File: src/rtl/mem_stage_pipe_if.sv
`default_nettype none
// +----------------------------------------------------------------------------+
// | mem_stage_pipe_if : EX->MS->WB handshake, data response and forwarding bus |
// | Rev 1.0                                                                    |
// +----------------------------------------------------------------------------+
interface mem_stage_pipe_if #(
    parameter int RF_AW     = 5,
    parameter int PC_W      = 32,
    parameter int ES_BUS_W  = 5 + RF_AW + 2 * PC_W,
    parameter int MS_BUS_W  = 1 + RF_AW + 32 + PC_W,
    parameter int FWD_BUS_W = 2 + RF_AW + 32
);
    logic                 es_to_ms_valid;
    logic                 ms_allowin;
    logic [ES_BUS_W-1:0]  es_to_ms_bus;
    logic                 ms_to_ws_valid;
    logic                 ws_allowin;
    logic [MS_BUS_W-1:0]  ms_to_ws_bus;
    logic                 data_sram_data_ok;
    logic [31:0]          data_sram_rdata;
    logic [FWD_BUS_W-1:0] ms_fwd_bus;

    // The memory stage itself.
    modport slave (
        input  es_to_ms_valid, es_to_ms_bus, ws_allowin,
               data_sram_data_ok, data_sram_rdata,
        output ms_allowin, ms_to_ws_valid, ms_to_ws_bus, ms_fwd_bus
    );

    // The surrounding pipeline (EX, WB, data SRAM, ID).
    modport master (
        output es_to_ms_valid, es_to_ms_bus, ws_allowin,
               data_sram_data_ok, data_sram_rdata,
        input  ms_allowin, ms_to_ws_valid, ms_to_ws_bus, ms_fwd_bus
    );
endinterface
`default_nettype wire

File: src/rtl/mem_stage_pipe.sv
`default_nettype none
// +----------------------------------------------------------------------------+
// | mem_stage_pipe : pipelined LoongArch memory stage with load response buffer |
// | Optional macro MS_SUBWORD_EN enables sub-word load extraction/extension.    |
// | Rev 1.0                                                                     |
// +----------------------------------------------------------------------------+
module mem_stage_pipe #(
    parameter int RF_AW    = 5,
    parameter int PC_W     = 32,
    parameter int ES_BUS_W = 5 + RF_AW + 2 * PC_W,
    parameter int MS_BUS_W = 1 + RF_AW + 32 + PC_W
) (
    input  wire logic         clk,
    input  wire logic         resetn,
    mem_stage_pipe_if.slave   ms
);

    logic                r_ms_valid;
    logic [ES_BUS_W-1:0] r_bus;
    logic [31:0]         r_rbuf;
    logic                r_rbuf_vld;

    logic [2:0]          w_mem_op;
    logic                w_ld_req;
    logic                w_gr_we;
    logic [RF_AW-1:0]    w_dest;
    logic [PC_W-1:0]     w_alu;
    logic [PC_W-1:0]     w_pc;
    logic                w_ms_wait;
    logic                w_ready_go;
    logic                w_leave;
    logic                w_accept;
    logic [31:0]         w_word;
    logic [31:0]         w_load;
    logic [31:0]         w_alu32;
    logic [31:0]         w_final;
    logic [MS_BUS_W-1:0] w_ms_to_ws_bus;

    assign w_mem_op = r_bus[ES_BUS_W-1 -: 3];
    assign w_ld_req = r_bus[ES_BUS_W-4];
    assign w_gr_we  = r_bus[ES_BUS_W-5];
    assign w_dest   = r_bus[2*PC_W +: RF_AW];
    assign w_alu    = r_bus[PC_W +: PC_W];
    assign w_pc     = r_bus[0 +: PC_W];

    assign w_ms_wait  = r_ms_valid & w_ld_req & ~r_rbuf_vld;
    assign w_ready_go = ~w_ms_wait | ms.data_sram_data_ok;
    assign w_leave    = r_ms_valid & w_ready_go & ms.ws_allowin;
    assign w_accept   = ms.es_to_ms_valid & ms.ms_allowin;

    assign ms.ms_allowin     = ~r_ms_valid | (w_ready_go & ms.ws_allowin);
    assign ms.ms_to_ws_valid = r_ms_valid & w_ready_go;

    always_ff @(posedge clk or negedge resetn) begin
        if (!resetn) begin
            r_ms_valid <= 1'b0;
            r_bus      <= '0;
        end else if (w_accept) begin
            r_ms_valid <= 1'b1;
            r_bus      <= ms.es_to_ms_bus;
        end else if (w_ready_go & ms.ws_allowin) begin
            r_ms_valid <= 1'b0;
        end
    end

    // Park the response only when WB stalls; otherwise it passes straight through.
    always_ff @(posedge clk or negedge resetn) begin
        if (!resetn) begin
            r_rbuf     <= '0;
            r_rbuf_vld <= 1'b0;
        end else if (w_leave) begin
            r_rbuf_vld <= 1'b0;
        end else if (w_ms_wait & ms.data_sram_data_ok & ~ms.ws_allowin) begin
            r_rbuf     <= ms.data_sram_rdata;
            r_rbuf_vld <= 1'b1;
        end
    end

    assign w_word = r_rbuf_vld ? r_rbuf : ms.data_sram_rdata;

`ifdef MS_SUBWORD_EN
    logic [7:0]  w_byte;
    logic [15:0] w_half;

    always_comb begin
        w_byte = w_word[7:0];
        case (w_alu[1:0])
            2'd0:    w_byte = w_word[7:0];
            2'd1:    w_byte = w_word[15:8];
            2'd2:    w_byte = w_word[23:16];
            default: w_byte = w_word[31:24];
        endcase
    end

    assign w_half = w_alu[1] ? w_word[31:16] : w_word[15:0];

    always_comb begin
        w_load = w_word;
        case (w_mem_op)
            3'b001:  w_load = {{24{w_byte[7]}}, w_byte};
            3'b010:  w_load = {{16{w_half[15]}}, w_half};
            3'b011:  w_load = {24'd0, w_byte};
            3'b100:  w_load = {16'd0, w_half};
            default: w_load = w_word;
        endcase
    end
`else
    // Word-only build: the opcode carries no information here.
    logic w_unused_mem_op;
    assign w_unused_mem_op = ^w_mem_op;
    assign w_load          = w_word;
`endif

    generate
        if (PC_W > 32) begin : g_alu_trunc
            logic w_unused_alu_hi;
            assign w_unused_alu_hi = ^w_alu[PC_W-1:32];
            assign w_alu32         = w_alu[31:0];
        end else if (PC_W == 32) begin : g_alu_full
            assign w_alu32 = w_alu;
        end else begin : g_alu_zext
            assign w_alu32 = {{(32-PC_W){1'b0}}, w_alu};
        end
    endgenerate

    assign w_final = w_ld_req ? w_load : w_alu32;

    assign w_ms_to_ws_bus  = {w_gr_we, w_dest, w_final, w_pc};
    assign ms.ms_to_ws_bus = w_ms_to_ws_bus;
    assign ms.ms_fwd_bus   = {r_ms_valid & w_gr_we,
                              w_ms_wait & ~ms.data_sram_data_ok,
                              w_dest, w_final};

endmodule
`default_nettype wire

File: src/flat_wrapper.sv
// flat-port wrapper written by rule: the top's interface ports become plain ports
module mem_stage_pipe_flat 
#(
    parameter int RF_AW    = 5,
    parameter int PC_W     = 32,
    parameter int ES_BUS_W = 5 + RF_AW + 2 * PC_W,
    parameter int MS_BUS_W = 1 + RF_AW + 32 + PC_W
)
  (clk, resetn, ms_es_to_ms_valid, ms_es_to_ms_bus, ms_ws_allowin, ms_data_sram_data_ok, ms_data_sram_rdata, ms_ms_allowin, ms_ms_to_ws_valid, ms_ms_to_ws_bus, ms_ms_fwd_bus);
  mem_stage_pipe_if #(.RF_AW(RF_AW), .PC_W(PC_W), .ES_BUS_W(ES_BUS_W), .MS_BUS_W(MS_BUS_W)) ms_i ();
  input  wire logic clk;
  input  wire logic resetn;
  input wire logic [$bits(ms_i.es_to_ms_valid)-1:0] ms_es_to_ms_valid;
  input wire logic [$bits(ms_i.es_to_ms_bus)-1:0] ms_es_to_ms_bus;
  input wire logic [$bits(ms_i.ws_allowin)-1:0] ms_ws_allowin;
  input wire logic [$bits(ms_i.data_sram_data_ok)-1:0] ms_data_sram_data_ok;
  input wire logic [$bits(ms_i.data_sram_rdata)-1:0] ms_data_sram_rdata;
  output wire logic [$bits(ms_i.ms_allowin)-1:0] ms_ms_allowin;
  output wire logic [$bits(ms_i.ms_to_ws_valid)-1:0] ms_ms_to_ws_valid;
  output wire logic [$bits(ms_i.ms_to_ws_bus)-1:0] ms_ms_to_ws_bus;
  output wire logic [$bits(ms_i.ms_fwd_bus)-1:0] ms_ms_fwd_bus;
  assign ms_i.es_to_ms_valid = ms_es_to_ms_valid;
  assign ms_i.es_to_ms_bus = ms_es_to_ms_bus;
  assign ms_i.ws_allowin = ms_ws_allowin;
  assign ms_i.data_sram_data_ok = ms_data_sram_data_ok;
  assign ms_i.data_sram_rdata = ms_data_sram_rdata;
  assign ms_ms_allowin = ms_i.ms_allowin;
  assign ms_ms_to_ws_valid = ms_i.ms_to_ws_valid;
  assign ms_ms_to_ws_bus = ms_i.ms_to_ws_bus;
  assign ms_ms_fwd_bus = ms_i.ms_fwd_bus;
  mem_stage_pipe #(.RF_AW(RF_AW), .PC_W(PC_W), .ES_BUS_W(ES_BUS_W), .MS_BUS_W(MS_BUS_W)) u_core (.clk(clk), .resetn(resetn), .ms(ms_i));
endmodule
File: config.mk
export PLATFORM = sky130hd
export DESIGN_NAME = mem_stage_pipe_flat
export DESIGN_NICKNAME = d
export VERILOG_FILES = /design/src/rtl/mem_stage_pipe_if.sv /design/src/rtl/mem_stage_pipe.sv /design/src/flat_wrapper.sv
export SDC_FILE = /design/constraint.sdc
export NUM_CORES = 1
export LEC_CHECK = 0
export BUFFER_PORTS_ARGS = -buffer_cell sky130_fd_sc_hd__buf_2
export CAP_MARGIN = 20
export CORE_ASPECT_RATIO = 1.5
export CORE_UTILIZATION = 25
export DETAILED_ROUTE_END_ITERATION = 10
export RECOVER_POWER = 50
export SLEW_MARGIN = 15
export SYNTH_ARGS = -nofsm -noshare
export SYNTH_HDL_FRONTEND = slang
export SYNTH_SLANG_ARGS = --single-unit
File: constraint.sdc
create_clock -name clk -period 2.3 [get_ports clk]
set_input_delay 0 -clock clk [delete_from_list [all_inputs] [get_ports clk]]
set_output_delay 0 -clock clk [all_outputs]
set_load 0.02 [all_outputs]
==> summary.md <==
| Metric | Value |
|---|---|
| Final period util | `87.9%` |
| Synth cell types | `21` |
| Post-route DRC | `0` |
| Max FO, Critical Path | `23` |
| Achievable Freq | `0.495 GHz` |
| Max_slew headroom | `34.6%` |
| Setup Crit Path Kind | `flop to output port` |
| Seq/Total Area, Yosys | `50.6%` |
| Actual slew at the worst max-slew pin | `0.981 ns` |
| CP cell instances | `buf_4 > buf_4 > mux2i_1 > a21oi_1 > buf_2` |
| Clk buf depth | `2` |
| Pleak | `3.31 nW` |
| Fin crit period | `2.02 ns` |
| Tot GR Track Use | `11.8%` |
| 1st-iter DRT viols | `75` |
| Largest net degree at the start of global routing | `67` |
| Hold Path Origin | `ms_data_sram_data_ok` |
| Worst Clk Skew | `0.00680 ns` |
| Max cap viols | `0` |
| Nets | `775` |
| CP arrival | `2.02 ns` |
| Delay-heaviest family, CP | `buffers and inverters` |
| Post-synth top area cell | `dfrtp_1` |
| Syn Std Cell Area | `0.00519 sq mm` |
| Yosys reg bits | `105` |
| Core Area | `0.0203 sq mm` |
| CTS tree | `built` |
| Number of global-route vias before repair | `3,880` |
| Synth async-reset ratio | `100%` |
| PortBufs | `218` |
| CP bufs+invs | `3` |
| H-tree levels | `3` |
| Final GP Congestion | `0.676` |
| Post-Route WL | `12.3 mm` |
| Global route overflow | `0` |
| Vias post-DR | `3,789` |
| Drt wl/cell | `13.2 um` |
| R2r startpoint | `u_core.r_rbuf_vld` |
| Fin. Hold Viols | `0` |
| Most used cell, CP | `buf_4` |
| CTS Buf Count | `9` |
| Share of cells above drive strength 1 | `34.6%` |
| CTS sink count | `105` |
| Setup tns final | `0 ns` |
| # rows | `64` |
| Worst Hold Class | `input port to flop` |
| Root Buffer | `clkbuf_16` |
| Dpl hpwl | `8.28 mm` |
| Most numerous cell in the Yosys netlist | `dfrtp_1` |
| Post-synth EDFFs | `0` |
| Die H | `178 um` |
| Non-filler cells, final | `932` |
| FF-to-FF End | `u_core.r_bus[0]` |
| Post-Syn Instances | `415` |
| Starting density of the core | `25.5%` |
| Worst-path clk slew | `0.07 ns` |
| Commonest cells in the netlist | `105 x dfrtp_1, 77 x buf_4, 72 x mux2_1, 33 x a21oi_1` |
| Critical Path Max Stage Delay | `0.44 ns` |
| Dpl cells | `810` |
| Synthesized Nets | `526` |
| Area Overhead vs Synth | `41.8%` |
| Critical path's slowest cell | `buf_4` |
| Post-CTS setup buffer count | `0` |
| Post-Syn Area per Cell | `12.5 sq um` |
| Die Wd | `120 um` |
| Worst hold endpoint | `u_core.r_ms_valid` |
| Yosys warns | `0` |
| Slew Limit Fails | `0` |
| Hold path depth | `4` |
| Initial antenna violation count | `0` |
| Top_reg_cell synth | `dfrtp_1` |
| CP Capture Type | `output port` |
| CP required | `2.30 ns` |
| Antenna-violating nets left | `0` |
| R2r setup slk | `0.30 ns` |
| Clk Latency, worst-skew pair | `0.35 ns` |
| First-pass GRT wire length | `19.4 mm` |
| DRT Pass-1 Iters | `4` |
| Antenna cells | `0` |
| # IOs | `222` |
| Unrepaired setup endpoints after global routing | `no` |
| Die ar. | `0.0214 sq mm` |
| Setup-failing EPs final | `0` |
| Worst reg-to-reg path cell count | `4` |
| Top cell type's share of synthesized area | `50.6%` |
| Startpoint types | `flop` |
| Outcome | `finished, final reports clean` |
| Top cells by area, synth | `dfrtp_1 51%, mux2_1 16%, buf_4 11%` |
| PD cells | `976 mW/mm^2` |
| Vias per Instance | `4.07` |
| Maximum VDD drop | `426 uV` |
layer usage:
| metal | wire length [um] | track usage, % | share of wire [%] | vias up |
|---|---|---|---|---|
| met2 | 6490 | 21.5 | 53 | 111 |
| met4 | 151 | 4.06 | 1.2 | 0 |
| met5 | 0 | 0 | 0 | - |
| met1 | 5190 | 13.6 | 42 | 1822 |
| met3 | 519 | 2.46 | 4.2 | 10 |
| li1 | - | - | - | 1846 |
worst max-delay path by stage:
stage,slack [ns],depth (start not counted),start,to
floorplan,0.69,6,u_core.r_rbuf_vld,u_core.r_bus[0]
global placement,0.49,4,u_core.r_rbuf_vld,u_core.r_bus[31]
detailed placement,0.45,4,u_core.r_rbuf_vld,u_core.r_bus[37]
CTS,0.15,5,u_core.r_rbuf_vld,ms_ms_fwd_bus[31]
global route,0.1,3,resetn,u_core.r_rbuf[5]
finish,0.28,5,u_core.r_rbuf_vld,ms_ms_to_ws_bus[40]
report_power, final:
group / total [mW] / internal, mW / switching (mW)
clock network: 1.77 / 1.09 / 0.684
logic: 2.70 / 1.13 / 1.57
registers: 2.72 / 2.43 / 0.290
total: 7.18 / 4.64 / 2.54
placed cells by master, fill, tap and decap left out:
master / count
buf_2: 171
dlygate4sd3_1: 107
dfrtp_1: 103
mux2_1: 72
clkbuf_1: 46
a21oi_1: 33
mux2i_1: 32
nor2_1: 32
mux2_2: 31
clkbuf_16: 9
clkbuf_2: 4
buf_4: 4
bufinv_16: 3
buf_12: 3
nor2b_1: 2
inv_1: 2
dfrtp_2: 2
nor3b_1: 1
and2_0: 1
o21ai_0: 1
and2_1: 1
nand3_1: 1
nor3_1: 1
a211o_4: 1
a31oi_1: 1
nand2_1: 1
clkbuf_8: 1
clkinv_4: 1
clkinv_2: 1
through the flow:
stage	hold slack, ns	power (mW)	utilization [%]	setup WS [ns]	instance area [sq um]
after floorplan	-0.296	4.99	-	0.686	5190
after global placement	0.0339	5.34	29.8	0.488	6060
after detailed placement	0.0301	5.40	29.8	0.455	6060
after CTS	0.166	7.38	36.7	0.150	7470
after global routing	0.269	7.66	36.2	0.0965	7360
final	0.228	7.18	36.2	0.279	7360
what timing repair did:
| item | in CTS | in global routing |
|---|---|---|
| gates resized for setup | 0 | 0 |
| hold buffers | 107 | 0 |
| hold endpoints to repair | 141 | 0 |
flip-flops by register name (all words and copies together) (netlist names):
signal,count
u_core.r_rbuf_vld,1
u_core.r_bus,71
u_core.r_ms_valid,1
u_core.r_rbuf,32
kinds of logic after synthesis:
family	count (synthesis)	synth area share (%)
flip-flops	105	50.6
AO/OA/AOI/OAI	36	3.57
multiplexers	135	28.5
buffers and inverters	99	13.9
AND/OR/NAND/NOR	40	3.40
worst register-to-register path: stages, from the launching register on:
cell and delay (ns):
dfrtp_2 0.40, nor3b_1 0.43, a211o_4 0.45, buf_12 0.24
mux2_1 0.36
layout make-up:
cell class                 count  area [sq um]
timing repair buffer         335          2210
inverter                       2          7.51
clock inverter                 5           104
sequential                   105          2630
multi-input combinational    211          1840
fill                        2029         13000
clock buffer                  10           239
tap                          264           330
Note: power is estimated with default switching activity, not from simulation.
